File: src/rtl/imem_loader_if.sv
// Word-in / byte-out bus of the instruction-memory loader.
// master = word producer and memory observer, slave = loader.
interface imem_loader_if #(
  parameter int ADDR_WIDTH = 64
);
  logic                  in_start;
  logic [31:0]           in_word;
  logic                  in_word_valid;
  logic                  in_last;
  logic                  out_word_ready;
  logic                  out_mem_we;
  logic [ADDR_WIDTH-1:0] out_mem_addr;
  logic [7:0]            out_mem_data;
  logic                  out_busy;
  logic                  out_done;
  logic                  out_overflow;
  logic [31:0]           out_word_count;

  modport master (
    output in_start, in_word, in_word_valid, in_last,
    input  out_word_ready, out_mem_we, out_mem_addr, out_mem_data,
           out_busy, out_done, out_overflow, out_word_count
  );

  modport slave (
    input  in_start, in_word, in_word_valid, in_last,
    output out_word_ready, out_mem_we, out_mem_addr, out_mem_data,
           out_busy, out_done, out_overflow, out_word_count
  );
endinterface

File: src/rtl/imem_loader.sv
// Instruction-memory loader: takes 32-bit words over valid/ready and writes
// them as four big-endian bytes at consecutive addresses from BASE_ADDR.
// All outputs are registered; a word occupies one ACCEPT cycle plus four
// WRITE cycles, so peak rate is one word per five cycles.
module imem_loader #(
  parameter int                    ADDR_WIDTH = 64,
  parameter logic [ADDR_WIDTH-1:0] BASE_ADDR  = '0,
  parameter longint unsigned       MEM_BYTES  = 65536
) (
  input  logic          in_clk,
  input  logic          in_rst_n,
  imem_loader_if.slave  bus
);

  typedef enum logic [2:0] {
    S_IDLE, S_ACCEPT, S_WRITE, S_DONE, S_ERROR
  } state_t;

  // One bit wider than the address so BASE_ADDR+MEM_BYTES never wraps.
  localparam logic [ADDR_WIDTH:0] LIMIT =
    (ADDR_WIDTH+1)'(BASE_ADDR) + (ADDR_WIDTH+1)'(MEM_BYTES);

  // True when a whole word still fits starting at byte address p.
  function automatic logic fits(input logic [ADDR_WIDTH-1:0] p);
    return ({1'b0, p} + (ADDR_WIDTH+1)'(4)) <= LIMIT;
  endfunction

  state_t                state;
  logic [ADDR_WIDTH-1:0] ptr;
  logic [23:0]           rest;     // bytes still to be written, MSB first
  logic [1:0]            k;
  logic                  last_q;
  logic                  ready;
  logic                  we;
  logic [ADDR_WIDTH-1:0] addr;
  logic [7:0]            data;
  logic                  busy;
  logic                  done;
  logic                  ovf;
  logic [31:0]           cnt;

  // Session FSM; every output is a register updated here. The ready flag
  // entering ACCEPT already carries the capacity verdict for this pointer.
  always_ff @(posedge in_clk or negedge in_rst_n) begin
    if (!in_rst_n) begin
      state  <= S_IDLE;
      ptr    <= BASE_ADDR;
      rest   <= '0;
      k      <= '0;
      last_q <= 1'b0;
      ready  <= 1'b0;
      we     <= 1'b0;
      addr   <= '0;
      data   <= '0;
      busy   <= 1'b0;
      done   <= 1'b0;
      ovf    <= 1'b0;
      cnt    <= '0;
    end else begin
      case (state)
        S_IDLE, S_DONE, S_ERROR: begin
          if (bus.in_start) begin
            state <= S_ACCEPT;
            ptr   <= BASE_ADDR;
            ready <= fits(BASE_ADDR);
            busy  <= 1'b1;
            done  <= 1'b0;
            ovf   <= 1'b0;
            cnt   <= '0;
          end
        end
        S_ACCEPT: begin
          if (!ready) begin
            state <= S_ERROR;
            ovf   <= 1'b1;
            busy  <= 1'b0;
          end else if (bus.in_word_valid) begin
            state  <= S_WRITE;
            ready  <= 1'b0;
            k      <= '0;
            last_q <= bus.in_last;
            we     <= 1'b1;
            addr   <= ptr;
            data   <= bus.in_word[31:24];
            rest   <= bus.in_word[23:0];
          end
        end
        S_WRITE: begin
          if (k == 2'd3) begin
            we  <= 1'b0;
            ptr <= ptr + ADDR_WIDTH'(4);
            cnt <= cnt + 32'd1;
            if (last_q) begin
              state <= S_DONE;
              done  <= 1'b1;
              busy  <= 1'b0;
            end else begin
              state <= S_ACCEPT;
              ready <= fits(ptr + ADDR_WIDTH'(4));
            end
          end else begin
            k    <= k + 2'd1;
            addr <= addr + ADDR_WIDTH'(1);
            data <= rest[23:16];
            rest <= {rest[15:0], 8'h00};
          end
        end
        default: state <= S_IDLE;
      endcase
    end
  end

  assign bus.out_word_ready = ready;
  assign bus.out_mem_we     = we;
  assign bus.out_mem_addr   = addr;
  assign bus.out_mem_data   = data;
  assign bus.out_busy       = busy;
  assign bus.out_done       = done;
  assign bus.out_overflow   = ovf;
  assign bus.out_word_count = cnt;

endmodule

File: src/flat_wrapper.sv
// flat-port wrapper written by rule: the top's interface ports become plain ports
module imem_loader_flat 
#(
  parameter int                    ADDR_WIDTH = 64,
  parameter logic [ADDR_WIDTH-1:0] BASE_ADDR  = '0,
  parameter longint unsigned       MEM_BYTES  = 65536
)
  (in_clk, in_rst_n, bus_in_start, bus_in_word, bus_in_word_valid, bus_in_last, bus_out_word_ready, bus_out_mem_we, bus_out_mem_addr, bus_out_mem_data, bus_out_busy, bus_out_done, bus_out_overflow, bus_out_word_count);
  imem_loader_if #(.ADDR_WIDTH(ADDR_WIDTH)) bus_i ();
  input  logic in_clk;
  input  logic in_rst_n;
  input wire logic [$bits(bus_i.in_start)-1:0] bus_in_start;
  input wire logic [$bits(bus_i.in_word)-1:0] bus_in_word;
  input wire logic [$bits(bus_i.in_word_valid)-1:0] bus_in_word_valid;
  input wire logic [$bits(bus_i.in_last)-1:0] bus_in_last;
  output wire logic [$bits(bus_i.out_word_ready)-1:0] bus_out_word_ready;
  output wire logic [$bits(bus_i.out_mem_we)-1:0] bus_out_mem_we;
  output wire logic [$bits(bus_i.out_mem_addr)-1:0] bus_out_mem_addr;
  output wire logic [$bits(bus_i.out_mem_data)-1:0] bus_out_mem_data;
  output wire logic [$bits(bus_i.out_busy)-1:0] bus_out_busy;
  output wire logic [$bits(bus_i.out_done)-1:0] bus_out_done;
  output wire logic [$bits(bus_i.out_overflow)-1:0] bus_out_overflow;
  output wire logic [$bits(bus_i.out_word_count)-1:0] bus_out_word_count;
  assign bus_i.in_start = bus_in_start;
  assign bus_i.in_word = bus_in_word;
  assign bus_i.in_word_valid = bus_in_word_valid;
  assign bus_i.in_last = bus_in_last;
  assign bus_out_word_ready = bus_i.out_word_ready;
  assign bus_out_mem_we = bus_i.out_mem_we;
  assign bus_out_mem_addr = bus_i.out_mem_addr;
  assign bus_out_mem_data = bus_i.out_mem_data;
  assign bus_out_busy = bus_i.out_busy;
  assign bus_out_done = bus_i.out_done;
  assign bus_out_overflow = bus_i.out_overflow;
  assign bus_out_word_count = bus_i.out_word_count;
  imem_loader #(.ADDR_WIDTH(ADDR_WIDTH), .BASE_ADDR(BASE_ADDR), .MEM_BYTES(MEM_BYTES)) u_core (.in_clk(in_clk), .in_rst_n(in_rst_n), .bus(bus_i));
endmodule
File: config.mk
export PLATFORM = sky130hd
export DESIGN_NAME = imem_loader_flat
export DESIGN_NICKNAME = d
export VERILOG_FILES = /design/src/rtl/imem_loader_if.sv /design/src/rtl/imem_loader.sv /design/src/flat_wrapper.sv
export SDC_FILE = /design/constraint.sdc
export NUM_CORES = 1
export LEC_CHECK = 0
export ABC_AREA = 1
export CAP_MARGIN = 20
export CELL_PAD_IN_SITES_DETAIL_PLACEMENT = 2
export CELL_PAD_IN_SITES_GLOBAL_PLACEMENT = 2
export CORE_UTILIZATION = 30
export DETAILED_ROUTE_END_ITERATION = 6
export GPL_ROUTABILITY_DRIVEN = 0
export PLACE_DENSITY_LB_ADDON = 0.25
export RECOVER_POWER = 25
export SKIP_CTS_REPAIR_TIMING = 1
export SLEW_MARGIN = 20
export SYNTH_ARGS = -nofsm -noshare
export SYNTH_HDL_FRONTEND = slang
export SYNTH_SLANG_ARGS = --single-unit
export TNS_END_PERCENT = 30
File: constraint.sdc
create_clock -name in_clk -period 3.2 [get_ports in_clk]
set_input_delay 0.64 -clock in_clk [delete_from_list [all_inputs] [get_ports in_clk]]
set_output_delay 0.64 -clock in_clk [all_outputs]
set_load 0.005 [all_outputs]
Word level (Yosys, flattened, before mapping)
Index checks and enable logic that the tools add are counted.
Widths: inputs -> output; s select.
Storage, ports and cells
  register bits after elaboration: 203
  output and inout port bits: 109
Operators by class
  add/sub/neg operators: 5
  magnitude comparators: 1
  equal/unequal tests: 14
  mux-type cells: 48
  reductions and logical operators: 15
Operators by type and width (count)
  $mux 64: 5
  $pmux 64 s2: 2
  $mux 24: 3
  $add 64x3->65 const B: 1
  $le 65x17->1 const B: 1
  $add 64x1->64 const B: 1
  $add 64x3->64 const B: 1
  $mux 32: 2
  $pmux 32 s2: 1
  $pmux 24 s2: 1
  $add 32x1->32 const B: 1
  $mux 8: 3
  $pmux 8 s2: 1
  $reduce_and 4->1: 4
  $mux 1: 15
  $mux 3: 4
  $reduce_and 3->1: 4
  $ne 2x2->1 const B: 5
  $pmux 3 s3: 1
  $mux 2: 4
  $eq 3x2->1 const B: 2
  $ne 2x1->1 const B: 3
  $pmux 1 s2: 3
  $pmux 1 s3: 2
  11 further kinds: 13

Longest topological paths before layout
Gate-level depths: netlist of the first run.
  word-level depth: 6
  gate-level depth with buffers: 24
  mapped depth without buffers: 24

Least setup slack after synthesis of the first run
No wires, ideal clock.
  kind: reg2reg
  from: reg u_core.ptr[2]
  to: reg u_core.ready (netlist: u_core.bus.out_word_ready)
  library setup time: 77 ps
  arrival time: 2680 ps
  setup slack: 443 ps
  stages on the path, launching flop included: 19
  path buffers: 0
  path through: dfrtp_1 inv_1 ha_1 nor2_1 nand3_1 nor3_1 nand3_1 nor2_2 nand2_2 nor2_4 nand2_2 nor2_4 xor2_1 nand2_1 nor2_1 nand2_1 nor2_1 nand3_1 a21oi_1
Between the ends
  longest elaborated chain between the ends: 6
Ends and longest elaborated chain
  start, declared: RTL line imem_loader.sv:29  | logic [ADDR_WIDTH-1:0] ptr;
  start signal, assigned: RTL line imem_loader.sv:91  | ptr <= ptr + ADDR_WIDTH'(4);
  $add 64x3->64: RTL line imem_loader.sv:99  | ready <= fits(ptr + ADDR_WIDTH'(4));
  $add 64x3->65: RTL line imem_loader.sv:25  | return ({1'b0, p} + (ADDR_WIDTH+1)'(4)) <= LIMIT;
  $le 65x17->1: RTL line imem_loader.sv:25
  $mux 1: RTL line imem_loader.sv:93  | if (last_q) begin
  $mux 1: RTL line imem_loader.sv:89  | if (k == 2'd3) begin
  $pmux 1 s3: RTL line imem_loader.sv:60  | case (state)
  end signal, assigned: RTL line imem_loader.sv:65  | ready <= fits(BASE_ADDR);
  end signal, assigned: RTL line imem_loader.sv:99
  end, declared: RTL line imem_loader.sv:33  | logic ready;
Every way passes these cells. The select of a mux whose other input is x is not followed.
A chain may end at the register's enable or synchronous reset.

Worst setup path in the final report of the first run
  from: reg u_core.ptr[24]
  to: reg u_core.ready (netlist: u_core.bus.out_word_ready)
Same word-level chain as after synthesis.

==> results.toml, run 1 <==
[cts]
htree_levels = 1
clk_pin_slew_ns = 0.07
cts_tree = "yes"
clock_latency_ns = 0.55
clock_sinks = 201
cts_root_buf = "clkbuf_16"
ctsLongestPathBuffers = 3
cts_buffers = 25

[logic_synthesis]
avgSynthCellArea_um2 = 6.36
synth-compound-area-share = 0.133
ys_warn_count = 0
synth_fa_ha_area_frac = 0.00503
yosysSeqAreaShare = 0.337
synth.area.mux_share = 0.00142
synth_top_cell_area_share = 0.337
synth_top_family_by_area = "simple AND/OR/NAND/NOR gates"
ys_ff_latch = 201
syn_nets = 2390
synth-simple-area-share = 0.391
synthesis.instances = 2347
synth_cell_types = 44
synth_area_leaders = "dfrtp_1, nand2_1, nor2_1"
synth_area_um2 = 14900
yosys.area.top_type = "dfrtp_1"
synth-xor-area-share = 0.0411

[run]
drv_cap = 2

[sta]
slew_headroom = -0.258
maxSlewViolCount = 113
setup_tns_ns = -0.396
final_hold_viol_count = 0
setup_viol = 1
max_freq_mhz = 278
fin_crit_sh = 1.12
tightest_slew_ns = 1.89
fin_crit_ns = 3.60
rsz0062_at_grt = "yes"
setup_slack_ns = -0.396
clock_skew_ns = 0.0164

[global_routing]
grt_usage = 0.296
grt-ovfl-total = 0
grt_max_degree = 111
grt_pass1_vias = 20100
grt_pass1_wl_um = 117000
antenna_found_initial = 0

[route]
wl_met2_um = 41100
wl_met3_um = 3950
viasPerCell = 5.43
finalWirelength_um = 81900
wl_met1_um = 34400
vias = 18600
antenna_left = 0
dr.pass1.iters = 5
remaining_drc_errors = 0
dr.max_layer_used = "met4"
wl_per_cell_um = 23.9
drt_iter0_drc = 1103

[worst_setup_path]
reg2regPathDepth = 20
crit_type = "reg2reg"
slowest_delay_ns = 0.46
crit_chain = "nand2_1 > nor2_1 > nand2_1 > nor2_1 > buf_4 > nand3_1 > nand2_1 > nand2_1 > nor2_1 > nand3_1 > nor3_1 > buf_4 > nand2_1 > nand3_1 > nand2_1 > nor2_2 > nand2_1 > nor2_1 > nand3_2 > a21oi_2"
crit_fanout = 5
slowest_stage = "dfrtp_1"
crit_top_cell = "nand2_1"
worstPathRequired_ns = 3.67
end_kind = "flop"
cp_data_arrival_time_ns = 4.07
start_kind = "flop"

[die]
rows = 81
fp.dieH_um = 225
die_x_um = 225
floorplan.die_area_um2 = 50700
coreArea_um2 = 49100
ios = 146
initial_core_util = 0.304

[worst_hold_path]
hp-class = "reg2reg"
hold-path-cell-count = 1

[power]
power_density_nw_per_um2 = 512
fin_total_pwr_mw = 10.6
irDropWorstVdd_mv = 0.411
power_leakage_nw = 8.59

[layout]
nets = 2796
diodes = 0
area_growth_pct = 38.7
final_layout_size_suffix_gt1_frac = 0.206

[outcome]
violations = "capacitance limit, slew limit, setup timing"
status = "finished, violations left"

[placement]
io_buffers = 145
post-dp-hpwl_um = 58700
==> final timing paths <==
check / start / endpoint / slack (ns)
setup / recovery: u_core.ptr[24]$_DFFE_PN0P_ / u_core.bus.out_word_ready$_DFFE_PN0P_ / -0.40
hold / removal: u_core.k[0]$_DFFE_PN0P_ / u_core.k[0]$_DFFE_PN0P_ / 0.50
setup reg to reg: u_core.ptr[24]$_DFFE_PN0P_ / u_core.bus.out_word_ready$_DFFE_PN0P_ / -0.40
hold reg to reg: u_core.k[0]$_DFFE_PN0P_ / u_core.k[0]$_DFFE_PN0P_ / 0.50
max in group asynchronous: in_rst_n / u_core.ptr[8]$_DFFE_PN0P_ / 0.15
min in group asynchronous: in_rst_n / u_core.ptr[63]$_DFFE_PN0P_ / 0.60
==> routing by layer <==
metal / vias to the layer above / track usage
met1: 9544 / 0.378
met4: 0 / 0.0685
met3: 152 / 0.0319
met2: 527 / 0.532
met5: - / 0
li1: 8415 / -
==> power by group <==
group	switching, mW	internal [mW]
clock network	1.25	1.68
registers	0.622	3.14
logic	2.40	1.50
total	4.28	6.32
==> cell type report <==
type                       instances  area, um^2
tap                              664         831
sequential                       201        5040
clock buffer                      32         692
multi-input combinational       1787        9240
inverter                         300        1130
fill                            5906       28400
timing repair buffer             438        3660
clock inverter                    12         114
==> worst max-delay path, delay by kind of cell, from the launching register on <==
family,cells,cell delay (ns)
AND/OR/NAND/NOR,17,2.55
flip-flops,1,0.46
buffers and inverters,2,0.36
AO/OA/AOI/OAI,1,0.13
==> cell usage after synthesis, drive strengths merged <==
master / n
o21a: 2
a22o: 3
ha: 6
nand3: 170
buf: 11
o31ai: 1
o211ai: 2
a2bb2oi: 2
a21o: 1
clkinv: 3
xnor2: 3
mux2: 1
nor4: 17
and3: 2
o22ai: 60
nand4: 44
clkbuf: 48
o21bai: 1
o221a: 1
nand2: 685
nor3b: 6
inv: 297
a32oi: 1
mux2i: 1
o32ai: 1
o221ai: 1
a21oi: 82
a31oi: 18
xor2: 67
nand3b: 4
nor3: 66
dfrtp: 201
o21ai: 191
nor2: 348
==> metrics by stage <==
stage	util	worst slack (ns)	area (um^2)	hold WS, ns	cells
after floorplan	-	0.443	14900	0.344	2347
after global placement	0.389	-0.198	19100	0.461	3371
after detailed placement	0.389	-0.462	19100	0.489	3371
after CTS	0.406	-0.460	19900	0.0769	3415
after global routing	0.422	-0.535	20700	0.530	3434
final	0.422	-0.396	20700	0.499	3434
==> state kept, by name, indices dropped and copies added, names as in the netlist, 2 cells and up <==
register,cells
u_core.bus.out_mem_data,8
u_core.state,3
u_core.ptr,62
u_core.bus.out_word_count,32
u_core.k,2
u_core.rest,24
u_core.bus.out_mem_addr,64
==> layout by cell type, fill, tap and decap left out, types with 18 or more instances in the layout <==
master	instances
nor2_4	58
inv_1	288
clkbuf_16	25
a21oi_1	81
nand4_1	44
clkdlybuf4s50_1	144
nor2_2	62
nand2_1	613
xor2_1	67
nand3_1	156
nor2_1	227
o22ai_1	60
o21ai_0	186
buf_4	288
nor3_1	62
nand2_2	63
a31oi_1	18
dfrtp_1	192
==> logic make-up (layout without fill, tap and decap cells) <==
| family | Yosys count | in the layout |
|---|---|---|
| compound gates | 367 | 367 |
| xor+xnor | 70 | 70 |
| fa+ha+maj | 6 | 6 |
| buf+inv | 359 | 782 |
| flops | 201 | 201 |
| mux | 2 | 2 |
| simple gates | 1342 | 1342 |
(Power assumes the default switching activity.)
==> inputs of run 2 (changes only) <==
--- a/config.mk
+++ b/config.mk
@@ -6,6 +6,7 @@
 export NUM_CORES = 1
 export LEC_CHECK = 0
 export ABC_AREA = 1
+export ABC_CLOCK_PERIOD_IN_PS = 3200
 export CAP_MARGIN = 20
 export CELL_PAD_IN_SITES_DETAIL_PLACEMENT = 2
 export CELL_PAD_IN_SITES_GLOBAL_PLACEMENT = 2
==> results of run 2 <==
The final DEF is identical to that of run 1; final timing and power are the same.
